**config.mk**
```make
export PLATFORM = sky130hd
export DESIGN_NAME = pipeline_ctrl
export DESIGN_NICKNAME = d
export VERILOG_FILES = /design/src/rtl/pipeline_ctrl.sv
export SDC_FILE = /design/constraint.sdc
export NUM_CORES = 1
export LEC_CHECK = 0
export ABC_AREA = 0
export BUFFER_PORTS_ARGS = -buffer_cell sky130_fd_sc_hd__buf_2
export CAP_MARGIN = 20
export CORE_MARGIN = 8
export CORE_UTILIZATION = 32
export DETAILED_ROUTE_END_ITERATION = 10
export PLACE_DENSITY = 0.61
export SLEW_MARGIN = 40
export SYNTH_ARGS = -nofsm -noshare
export SYNTH_HDL_FRONTEND = slang
export SYNTH_SLANG_ARGS = --single-unit
```
**constraint.sdc**
```tcl
create_clock -name CLK -period 4.8 [get_ports CLK]
set_input_delay 0.72 -clock CLK [delete_from_list [all_inputs] [get_ports CLK]]
set_output_delay 0.72 -clock CLK [all_outputs]
set_load 0.02 [all_outputs]
```
**src/rtl/pipeline_ctrl.sv**
```systemverilog
`default_nettype none
// ============================================================================
// Module      : pipeline_ctrl
// Description : Hazard / stall / flush controller for an in-order pipeline of
//               STAGES pipeline registers. It arbitrates between halt, memory
//               wait, branch redirect, load-use and fetch-miss conditions.
//               It also tracks per-register valid bits, the RUN/DRAIN/HALTED
//               state machine, a saturating memory-wait watchdog and a stall
//               cycle counter.
// Revision    : 1.0 - initial release
// ----------------------------------------------------------------------------
// Parameters  : STAGES     - number of pipeline registers (3..8)
//               MEM_REG    - register index holding the memory-stage instr
//               WAIT_LIMIT - consecutive wait cycles that raise mem_timeout
// Ports       : CLK          in   clock, rising edge
//               nRST         in   asynchronous reset, active high
//               ihit         in   instruction fetch hit
//               dhit         in   data access complete
//               mem_req      in   instr in reg MEM_REG is a load/store
//               load_use     in   decode depends on a load still in reg 1
//               redirect     in   taken branch/jump resolved at reg MEM_REG
//               halt_dec     in   instr in reg 0 is HALT
//               halt_wb      in   instr in reg STAGES-1 is HALT
//               pc_en        out  PC may load its next value
//               stage_en     out  per-register load enable
//               stage_flush  out  per-register bubble insert
//               valid        out  per-register real-instruction flag
//               halt         out  processor halted (sticky)
//               state        out  RUN=0, DRAIN=1, HALTED=2
//               mem_timeout  out  memory wait reached WAIT_LIMIT (sticky)
//               stall_cycles out  cycles in RUN/DRAIN with pc_en=0
// ============================================================================
module pipeline_ctrl #(
  parameter int STAGES     = 4,
  parameter int MEM_REG    = 2,
  parameter int WAIT_LIMIT = 255
) (
  input  logic              CLK,
  input  logic              nRST,
  input  logic              ihit,
  input  logic              dhit,
  input  logic              mem_req,
  input  logic              load_use,
  input  logic              redirect,
  input  logic              halt_dec,
  input  logic              halt_wb,
  output logic              pc_en,
  output logic [STAGES-1:0] stage_en,
  output logic [STAGES-1:0] stage_flush,
  output logic [STAGES-1:0] valid,
  output logic              halt,
  output logic [1:0]        state,
  output logic              mem_timeout,
  output logic [31:0]       stall_cycles
);

  typedef enum logic [1:0] {
    ST_RUN    = 2'd0,
    ST_DRAIN  = 2'd1,
    ST_HALTED = 2'd2
  } state_t;

  localparam logic [STAGES-1:0] C_ALL          = '1;
  localparam logic [STAGES-1:0] C_REG0         = STAGES'(1);
  localparam logic [STAGES-1:0] C_REG1         = STAGES'(2);
  // Redirect squashes everything younger than the resolving instruction,
  // i.e. registers 0..MEM_REG.
  localparam logic [STAGES-1:0] C_REDIR_FLUSH  = STAGES'((1 << (MEM_REG + 1)) - 1);
  localparam logic [15:0]       C_WAIT_LIMIT   = 16'(WAIT_LIMIT);

  state_t             state_q;
  logic               halt_q;
  logic [STAGES-1:0]  valid_q;
  logic [STAGES-1:0]  valid_d;
  logic [15:0]        wait_cnt_q;
  logic [15:0]        wait_cnt_d;
  logic               timeout_q;
  logic               timeout_d;
  logic [31:0]        stall_q;
  logic [31:0]        stall_d;

  logic               mem_wait;
  logic               halt_retire;

  assign mem_wait    = valid_q[MEM_REG] & mem_req & ~dhit;
  // A HALT reaching the last register retires unless memory is still busy.
  assign halt_retire = halt_wb & valid_q[STAGES-1] & ~mem_wait;

  // --------------------------------------------------------------------------
  // Stall / flush arbitration, highest priority first. While reset is held
  // the outputs present the free-running (normal) pattern.
  // --------------------------------------------------------------------------
  always_comb begin
    pc_en       = 1'b1;
    stage_en    = C_ALL;
    stage_flush = '0;
    if (!nRST) begin
      if (state_q == ST_HALTED || mem_wait) begin
        pc_en    = 1'b0;
        stage_en = '0;
      end else if (redirect) begin
        stage_flush = C_REDIR_FLUSH;
      end else if (load_use) begin
        // Hold decode, push a bubble into reg 1, let older work proceed.
        pc_en       = 1'b0;
        stage_en    = C_ALL & ~C_REG0;
        stage_flush = C_REG1;
      end else if (state_q == ST_DRAIN || !ihit) begin
        pc_en       = 1'b0;
        stage_flush = C_REG0;
      end
    end
  end

  // --------------------------------------------------------------------------
  // Valid bit propagation: flush wins over upstream data.
  // --------------------------------------------------------------------------
  generate
    for (genvar k = 0; k < STAGES; k++) begin : g_valid
      if (k == 0) begin : g_head
        assign valid_d[k] = stage_en[k] ? ~stage_flush[k] : valid_q[k];
      end else begin : g_body
        assign valid_d[k] = stage_en[k] ? (~stage_flush[k] & valid_q[k-1])
                                        : valid_q[k];
      end
    end
  endgenerate

  // --------------------------------------------------------------------------
  // Wait watchdog and stall counter next-state.
  // --------------------------------------------------------------------------
  always_comb begin
    wait_cnt_d = '0;
    if (mem_wait) begin
      wait_cnt_d = (wait_cnt_q == C_WAIT_LIMIT) ? wait_cnt_q : wait_cnt_q + 16'd1;
    end
    // Timeout becomes visible on the same edge the counter reaches the limit.
    timeout_d = timeout_q | (wait_cnt_d == C_WAIT_LIMIT);
    stall_d   = stall_q;
    if (state_q != ST_HALTED && !pc_en) begin
      stall_d = stall_q + 32'd1;
    end
  end

  // --------------------------------------------------------------------------
  // Control FSM with registered halt flag.
  // --------------------------------------------------------------------------
  always_ff @(posedge CLK or posedge nRST) begin
    if (nRST) begin
      state_q <= ST_RUN;
      halt_q  <= 1'b0;
    end else begin
      case (state_q)
        ST_RUN: begin
          // An older retiring HALT beats a same-cycle redirect.
          if (halt_retire) begin
            state_q <= ST_HALTED;
            halt_q  <= 1'b1;
          end else if (halt_dec & valid_q[0] & ~redirect & ~mem_wait) begin
            state_q <= ST_DRAIN;
          end
        end
        ST_DRAIN: begin
          if (halt_retire) begin
            state_q <= ST_HALTED;
            halt_q  <= 1'b1;
          end else if (redirect & ~mem_wait) begin
            // The decoded HALT was on the wrong path and has been squashed.
            state_q <= ST_RUN;
          end
        end
        ST_HALTED: begin
          state_q <= ST_HALTED;
          halt_q  <= 1'b1;
        end
        default: begin
          state_q <= ST_RUN;
          halt_q  <= 1'b0;
        end
      endcase
    end
  end

  always_ff @(posedge CLK or posedge nRST) begin
    if (nRST) begin
      valid_q    <= '0;
      wait_cnt_q <= '0;
      timeout_q  <= 1'b0;
      stall_q    <= '0;
    end else begin
      valid_q    <= valid_d;
      wait_cnt_q <= wait_cnt_d;
      timeout_q  <= timeout_d;
      stall_q    <= stall_d;
    end
  end

  assign valid        = valid_q;
  assign halt         = halt_q;
  assign state        = state_q;
  assign mem_timeout  = timeout_q;
  assign stall_cycles = stall_q;

endmodule
`default_nettype wire

```
==> metrics.cfg <==
[outcome]
run_status=finished clean

[floorplan]
die_width_um=111.2
top_level_ports=58
dieHeight_um=111.2
fp.dieArea_um2=12360
coreArea_um2=8763
starting_density_of_the_core=0.3308
placementRows=34

[cells_and_area]
fillers=915
num_antenna_cells=0
areaGrowthSynthToFinish_pct=14.42
layout-drive-gt1-share=0.2568
design.final.nets=341

[critical_path]
crit_fanout=24
setup.worst_path.start=mem_req
timing.critical_path.required_ns=4.08
timing.reg2reg.setup_slack_ns=2.50
worstSetupStartpointType=input pin
rr_endpoint=mem_timeout
worst-setup-path-type=in2out
ff2ff_path_depth=7
critical_path_arrival_ns=2.06
crit-reg2reg-launch=wait_cnt_q[0]
cp-end-kind=output pin

[clocking]
cts-buffers-inserted=5
clk-insertion-delay-late_ns=0.31
cts_buffer_depth=2
cts.repair.resized=0
htree_num_levels=2
post_cts_hold_buffer_count=0
tritoncts=built
post-cts-setup-buffers=0
clock-root-buffer=sky130_fd_sc_hd__clkbuf_8
cts.sink_count=56
clock_pin_transition_on_the_worst_setup_and_hold_timing_paths_ns=0.11

[sta]
max_slew.worst_pin.slew_ns=0.5166
achievable-frequency_ghz=0.3595
finalHoldViolCount=0
final_max_slew_viol_count=0
worst_hold_slack_ns=0.4015
layout_min_cycle_time_ns=2.782
timing.final.setup_violations=0
totalNegativeSetupSlack_ns=0
finalWorstSetupSlack_ns=2.018
clock-skew-final_ns=0.008471
grt_setup_unrepaired=no
worst_max_slew_margin_expressed_relative_to_the_limit=0.6556
period_share=0.5796

[place]
gp_congestion=0.8211
portBuffers=56
place.detailed.hpwl_um=4650
dpl_worst_slack_ns=2.001

[run]
max_cap_viol_count=0

[global_route]
grt_first_pass_wirelength_um=10980
grt_remaining_overflow=0
first_global_vias=2199
global_route.usage.total=0.1020
grt_max_degree=42
grt_antenna_before_repair=0

[detailed_routing]
post_detailed_route_via_to_cell_ratio=5.089
drt_wl_total_um=6347
antenna_left=0
dr_total_vias=2234
drtPass1Iterations=5
initialDrtViolationCount=76
post-route-drc-count=0
route.detailed.wl_per_inst_um=14.46

[hold_path]
hold_path_class=in2async

[logic_synthesis]
synth.ff_latch_count=56
synth_edf_count=0
top_flip_flop_cell_by_instance_count_after_synthesis=sky130_fd_sc_hd__dfrtp_1
yosysWarnings=0
synth-async-reset-ratio=1.000
synthesis.area_per_instance_um2=10.35
synth.lib_cells_used.distinct=51
synth_cells=280
sequential_element_share_of_the_synthesized_area=0.4834
syn-cell-area_um2=2899
mappedNetlistNets=291

[power_and_ir_drop]
netSwitchingFraction=0.2547
switchingPower_uw=202.8
power.density_nw_per_um2=240.1
internal_uw=593.5
power.static_leakage_uw=0.001544
power.clock.fraction=0.345
fraction_of_power_consumed_by_combinational_cells=0.053
share_seq_of_total_power=0.601
peakVddDrop_v=0.0001120

==> metal layers <==
layer / track usage / share of wire
met1: 0.1337 / 0.48
met2: 0.1612 / 0.46
met3: 0.03301 / 0.062
met4: 0.01689 / 0
met5: 0 / 0
==> synth_stat cells (3+ instances only) <==
cell                        n  share of area
sky130_fd_sc_hd__dfrtp_1   56           0.48
sky130_fd_sc_hd__nor2_1    29          0.038
sky130_fd_sc_hd__xnor2_1   29          0.088
sky130_fd_sc_hd__nand2_1   26          0.034
sky130_fd_sc_hd__nand3_1   14          0.024
sky130_fd_sc_hd__nand4_1   11          0.024
sky130_fd_sc_hd__xor2_1    11          0.033
sky130_fd_sc_hd__a21oi_1    9          0.016
sky130_fd_sc_hd__nor3_1     8          0.014
sky130_fd_sc_hd__a31oi_1    7          0.015
sky130_fd_sc_hd__and3_1     7          0.015
sky130_fd_sc_hd__buf_4      6          0.016
sky130_fd_sc_hd__inv_1      6         0.0078
sky130_fd_sc_hd__o21ai_0    6          0.010
sky130_fd_sc_hd__and4_1     4          0.012
sky130_fd_sc_hd__a211oi_1   3         0.0078
sky130_fd_sc_hd__and2_1     3         0.0065
sky130_fd_sc_hd__buf_6      3          0.012
sky130_fd_sc_hd__clkbuf_1   3         0.0039
==> power groups by stage <==
stage                     clock network [uW]  registers (uW)  logic, uW
after CTS                                290             479       44.1
after floorplan                            0             490       27.1
after detailed placement                   0             488       43.9
after global routing                     309             480       47.9
final                                    275             479       42.6
after global placement                     0             488       43.1
==> layout make-up <==
class                   instances  area [um^2]  share of cell area
inverters                       6        22.52            0.006790
flip-flops and latches         56         1401              0.4225
well taps                     108        135.1             0.04074
multi-input cells             204         1375              0.4146
clock inverters                 3        26.28            0.007922
repair buffers                 57        287.8             0.08676
clock buffers                   5        68.82             0.02075
==> registers in the layout, indices dropped and copies added, names as in the netlist <==
register / flops
halt: 1
mem_timeout: 1
stall_cycles: 32
state: 2
wait_cnt_q: 16
valid: 4
==> how the worst max path moves through the flow <==
stage,slack (ns),depth (start not counted),end
floorplan,1.40,4,stage_flush[0]
global placement,2.08,6,stage_en[3]
detailed placement,2.00,6,stage_en[2]
CTS,2.00,6,stage_en[2]
global route,1.86,6,stage_en[2]
finish,2.02,6,stage_en[2]
==> critical path, stage by stage <==
cell and delay (ns):
sky130_fd_sc_hd__buf_2 0.08, sky130_fd_sc_hd__nand2_1 0.05, sky130_fd_sc_hd__or2_2 0.47, sky130_fd_sc_hd__a21oi_1 0.44, sky130_fd_sc_hd__inv_1 0.13, sky130_fd_sc_hd__buf_2 0.18
==> per-stage QoR <==
step	utilization	cell area, um^2	std cells	power [uW]
floorplan	-	2899	280	517.4
global placement	0.3676	3222	431	531.2
detailed placement	0.3676	3222	431	532.1
CTS	0.3785	3317	439	813.5
global route	0.3785	3317	439	836.6
finish	0.3785	3317	439	796.3
==> kinds of logic after synthesis <==
group,after synthesis,share of synthesized area
buffers and inverters,20,0.04229
flip-flops,56,0.4834
other,1,0.001294
AND/OR/NAND/NOR,118,0.2305
adder cells (fa/ha/maj),2,0.008630
XOR/XNOR,41,0.1265
AO/OA/AOI/OAI,39,0.09624
multiplexers,3,0.01122
==> placed cells by master, fill, tap and decap left out, drive strengths merged, types with 2 or more instances in the layout <==
master	count
nor4	3
dfrtp	56
clkinvlp	2
nand3	14
ha	2
buf	57
o21a	2
nand4	13
clkbuf	5
a22o	2
a31oi	8
and3	7
nand2b	3
nor2	29
mux2	2
a21oi	9
xor2	12
o21ai	6
inv	7
a211oi	4
nand4b	2
and2	4
nand2	26
xnor2	29
nor3	10
and4	5
Power figures use the tool's default switching activity.
